--- config.mk ---
export PLATFORM = sky130hd
export DESIGN_NAME = respondedor_memoria_datos
export DESIGN_NICKNAME = d
export VERILOG_FILES = /design/src/rtl/respondedor_memoria_datos.sv
export SDC_FILE = /design/constraint.sdc
export NUM_CORES = 2
export LEC_CHECK = 0
export BUFFER_PORTS_ARGS = -buffer_cell sky130_fd_sc_hd__buf_2
export CAP_MARGIN = 20
export CORE_MARGIN = 2
export CORE_UTILIZATION = 45
export CTS_BUF_LIST = sky130_fd_sc_hd__clkbuf_4
export DETAILED_ROUTE_END_ITERATION = 10
export PLACE_DENSITY_LB_ADDON = 0.12
export SETUP_SLACK_MARGIN = 0.2
export SYNTH_ARGS = -nofsm -noshare
export SYNTH_HDL_FRONTEND = slang
export SYNTH_SLANG_ARGS = --single-unit
export TNS_END_PERCENT = 30
--- constraint.sdc ---
create_clock -name clk -period 7.6 [get_ports clk]
set_input_delay 1.52 -clock clk [delete_from_list [all_inputs] [get_ports clk]]
set_output_delay 1.52 -clock clk [all_outputs]
set_load 0.05 [all_outputs]
--- src/rtl/respondedor_memoria_datos.sv ---
// Multi-cycle data-memory responder for the MIPS MEM stage: valid/ready requests, WAIT_CYCLES wait states, one-cycle response pulse.
// Optional misaligned-access trap is enabled by defining DMEM_MISALIGN_TRAP_EN.
`timescale 1ns/1ps

module respondedor_memoria_datos #(
  parameter int unsigned DEPTH_WORDS = 64,
  parameter int unsigned WAIT_CYCLES = 2
) (
  input  logic        clk,
  input  logic        reset,
  input  logic        i_req_valid,
  input  logic        i_req_write,
  input  logic [31:0] i_address,
  input  logic [31:0] i_din,
  output logic        o_req_ready,
  output logic        o_resp_valid,
  output logic [31:0] o_dout,
  output logic        o_busy,
  output logic        o_error
);

  localparam int unsigned IDX_W     = $clog2(DEPTH_WORDS);
  localparam logic [3:0]  WAIT_INIT = 4'(WAIT_CYCLES);

  typedef enum logic [1:0] {
    IDLE,
    WAIT,
    RESP
  } state_t;

  state_t      state;
  logic [3:0]  wait_cnt;
  logic [31:0] addr_q;
  logic [31:0] din_q;
  logic        write_q;

  logic [31:0] mem [DEPTH_WORDS];

  logic             take_req;
  logic             enter_resp;
  logic [31:0]      acc_addr;
  logic [31:0]      acc_din;
  logic             acc_write;
  logic [IDX_W-1:0] acc_idx;
  logic             acc_in_range;
  logic             acc_misalign;
  logic             acc_ok;

  // With zero wait states the access happens on the acceptance edge itself,
  // so the access fields come straight from the inputs while in IDLE.
  // NOTE: every always_comb output gets a default first, so no path can leave it unassigned and infer a latch.
  always_comb begin
    take_req   = 1'b0;
    enter_resp = 1'b0;
    acc_addr   = addr_q;
    acc_din    = din_q;
    acc_write  = write_q;
    if (state == IDLE) begin
      take_req  = i_req_valid;
      acc_addr  = i_address;
      acc_din   = i_din;
      acc_write = i_req_write;
      enter_resp = i_req_valid && (WAIT_CYCLES == 0);
    end else if (state == WAIT) begin
      enter_resp = (wait_cnt == 4'd1);
    end
  end

  assign acc_idx      = acc_addr[IDX_W+1:2];
  assign acc_in_range = (acc_addr >> (IDX_W + 2)) == 32'd0;

`ifdef DMEM_MISALIGN_TRAP_EN
  assign acc_misalign = acc_addr[1:0] != 2'b00;
`else
  logic unused_addr_lsbs;
  assign unused_addr_lsbs = ^acc_addr[1:0];
  assign acc_misalign     = 1'b0;
`endif

  assign acc_ok = acc_in_range && !acc_misalign;

  // NOTE: the storage array has no reset; clearing it would need a per-word reset network and its contents are defined only by stores.
  always_ff @(posedge clk) begin
    if (enter_resp && acc_write && acc_ok) begin
      mem[acc_idx] <= acc_din;
    end
  end

  // NOTE: sequential state uses non-blocking assignments so every flop samples pre-edge values.
  always_ff @(posedge clk or posedge reset) begin
    if (reset) begin
      state        <= IDLE;
      wait_cnt     <= 4'd0;
      addr_q       <= 32'd0;
      din_q        <= 32'd0;
      write_q      <= 1'b0;
      o_req_ready  <= 1'b1;
      o_resp_valid <= 1'b0;
      o_busy       <= 1'b0;
      o_error      <= 1'b0;
      o_dout       <= 32'd0;
    end else begin
      o_resp_valid <= 1'b0;
      o_error      <= 1'b0;

      if (enter_resp) begin
        o_resp_valid <= 1'b1;
        o_error      <= acc_misalign;
        if (!acc_write) begin
          o_dout <= acc_ok ? mem[acc_idx] : 32'd0;
        end
      end

      case (state)
        IDLE: begin
          if (take_req) begin
            addr_q      <= i_address;
            din_q       <= i_din;
            write_q     <= i_req_write;
            wait_cnt    <= WAIT_INIT;
            o_req_ready <= 1'b0;
            o_busy      <= 1'b1;
            state       <= (WAIT_CYCLES == 0) ? RESP : WAIT;
          end
        end
        WAIT: begin
          wait_cnt <= wait_cnt - 4'd1;
          if (wait_cnt == 4'd1) begin
            state <= RESP;
          end
        end
        RESP: begin
          state       <= IDLE;
          o_req_ready <= 1'b1;
          o_busy      <= 1'b0;
        end
        default: begin
          state       <= IDLE;
          o_req_ready <= 1'b1;
          o_busy      <= 1'b0;
        end
      endcase
    end
  end

endmodule

==> reports/qor.yml <==
worst_setup_path:
  crit_required_ns: 8.63
  cpMaxStageDelayCell: "nor2_4"
  crit_chain: "or4_1 -> o22ai_1 -> nand2_1 -> nor2_4 -> buf_4"
  crit_buf_inv: 1
  cp-start-kind: "flip-flop"
  cp-end-kind: "flip-flop"
  reg2reg_setup_slack_ns: 2.11
  cp_slowest_stage_delay_ns: 1.21
  cp_top_family: "simple AND/OR/NAND/NOR gates"
  worstPathMaxFanout: 23
  path_class: "reg2reg"
  cp.arrival_ns: 6.53
synth:
  yosys.area_share.simple: 0.0772
  yosysUniqueCellTypes: 77
  synthArstFlopShare: 0.0483
  syn_inst: 5192
  synth_top_area_cell: "edfxtp_1"
  synthAdderAreaFrac: 0.000312
  synth_ff_type: "edfxtp_1"
  synth_mux_area_frac: 0.00245
  synth_top_family_by_area: "compound AO/OA/AOI/OAI gates"
  synth_edf_count: 2048
  synth_top_area_frac: 0.767
  synth_area_per_cell_um2: 15.4
  syn_nets: 5262
  synth_compound_area_frac: 0.102
  synth_area_mm2: 0.0802
  synthTopCellsByArea: "edfxtp_1 77%, o22ai_1 5.1%, dfrtp_1 3.2%"
  synth-xor-area-share: 0
  synth_seq_area_share: 0.800
  synth_seq_cells: 2152
  yosysWarnings: 0
run_status:
  outcome: "completed"
timing:
  slew_headroom: 0.153
  finalHoldViolations: 0
  drv_slew: 0
  rsz0062_at_grt: "no"
  fin_crit_sh: 0.723
  setup_viol: 0
  fin_crit_ns: 5.49
  whs_ns: 0.192
  fin_skew_ns: 0.0892
  tightest_slew_ns: 1.25
  fmax_ghz: 0.182
  setup_tns_ns: 0
floorplanning:
  die_w_um: 426
  io_pins: 104
  core_mm2: 0.176
  rows: 154
  initial_utilization: 0.454
  design.die.area_mm2: 0.182
  fp.dieH_um: 426
pwr:
  peakVddDrop_mv: 0.409
  leakagePower_nw: 31.4
  power_density_mw_per_mm2: 415
drt:
  vias: 55400
  drt_wl_total_um: 309000
  via_per_inst: 6.47
  drt-initial-drc-count: 8357
  ant_nets: 0
  drc_errors: 0
  routedWlPerCell_um: 36.0
  drt_first_pass_iters: 8
final_layout:
  layout-drive-gt1-share: 0.234
  fin_nets: 5878
  area_growth_pct: 15.5
  layout_commonest_cell: "edfxtp_1"
  multi_input_area_mm2: 0.0154
  seqCellArea_mm2: 0.0641
  mostFrequentLayoutCells: "2048 x edfxtp_1, 896 x clkbuf_4, 657 x o22ai_1"
  utilization: 0.525
  fin_cells: 8571
  fin_area_mm2: 0.0926
  fill_cells: 14900
clock_network:
  cts_buffers: 586
  cts_tree: "done"
  cts_max_level: 6
  post_cts_buffers: 0
  root_buffer: "clkbuf_4"
  clkSlewWorstSetupHoldPaths_ns: 0.06
  cts_buffer_depth: 4
  ctsHoldBuffers: 0
  numClockSinks: 2152
  cts_resized: 0
  clk_latency_ns: 1.41
placed_design:
  dp_hpwl_um: 170000
  io_buffers: 100
  post-place-cells: 7552
  place_area_mm2: 0.0851
  gp_congestion: 0.860
grt:
  grt_overflow: 0
  grt_usage: 0.338
  grt_pass1_wl_um: 421000
  grt_max_degree: 97
  grt_pass1_vias: 52500
  antenna_found_initial: 21
hold_path:
  hp-class: "in2async"
run:
  drv_cap: 0
==> worst reg2reg max path, stage by stage (launching register included) <==
cell	delay, ns
dfrtp_1	0.78
or4_1	0.85
o22ai_1	0.98
nand2_1	0.91
nor2_4	1.22
buf_4	0.44
==> per-layer routing <==
metal | GRT usage | wire (um) | share of wire | vias up
li1 | - | - | - | 22200
met1 | 0.471 | 120000 | 0.39 | 28400
met2 | 0.502 | 138000 | 0.45 | 4064
met3 | 0.0941 | 38300 | 0.12 | 695
met4 | 0.139 | 12500 | 0.040 | 10
met5 | 0 | 59 | 0.00019 | -
==> kinds of logic (layout without fill, tap and decap cells) <==
group / after synthesis / count (layout)
other: 1 / 16
muxes: 18 / 18
DFF: 2152 / 2152
and+or+nand+nor: 1396 / 1396
AOI/OAI and AO/OA: 1290 / 1290
buffers and inverters: 333 / 1357
adders and majority gates: 2 / 2
==> cell type report <==
type | instances | share of cell area
diodes | 15 | 0.000405
clock buffers | 896 | 0.0726
clock inverters | 100 | 0.00689
inverters | 6 | 0.000297
multi-input cells | 2707 | 0.166
flip-flops and latches | 2152 | 0.692
well taps | 2340 | 0.0316
repair buffers | 355 | 0.0301
==> final timing paths <==
path	startpoint	endpoint	depth (start not counted)
worst max-delay path	state[1]	mem[50][2]	5
worst min-delay path	reset	o_dout[4]	2
worst max register to register	state[1]	mem[50][2]	5
worst min register to register	addr_q[31]	addr_q[31]	2
max in group asynchronous	reset	o_req_ready	4
min in group clk	i_din[24]	din_q[24]	3
==> synthesized netlist by cell type, types with 6 or more instances <==
cell type  count
edfxtp_1    2048
o22ai_1      657
nand2_1      635
nor2_1       331
a21oi_1      307
buf_2        158
nor4_1       121
dfrtp_1      103
clkbuf_1     102
nor3_1        99
nand3_1       93
o21ai_0       64
a31oi_1       55
buf_1         55
o41ai_1       44
o221ai_1      29
or4_1         29
and3_1        23
o22a_1        20
a32o_1        17
o31ai_1       17
mux2i_1       14
nand4_1       14
buf_4         11
nor4b_1       11
a22o_1        10
o21ai_1        8
nand2b_1       7
and2_1         6
inv_1          6
nor2b_1        6
o41a_1         6
==> registers in the layout, summed over array words and instances (netlist names) <==
register,flops
addr_q,30
o_dout,32
o_resp_valid,1
din_q,32
state,2
mem,2048
wait_cnt,4
o_req_ready,1
o_busy,1
write_q,1
==> power breakdown <==
group | switching, W | internal, W
sequential | 0.000318 | 0.0155
clock | 0.00483 | 0.00564
combinational | 0.00959 | 0.00256
==> per-stage QoR <==
stage | setup WS, ns | power [W]
detailed placement | 1.48 | 0.0277
CTS | 2.35 | 0.0381
floorplan | 2.85 | 0.0216
global route | 2.24 | 0.0394
global placement | 1.56 | 0.0276
finish | 2.11 | 0.0384
Power figures use the tool's default switching activity.
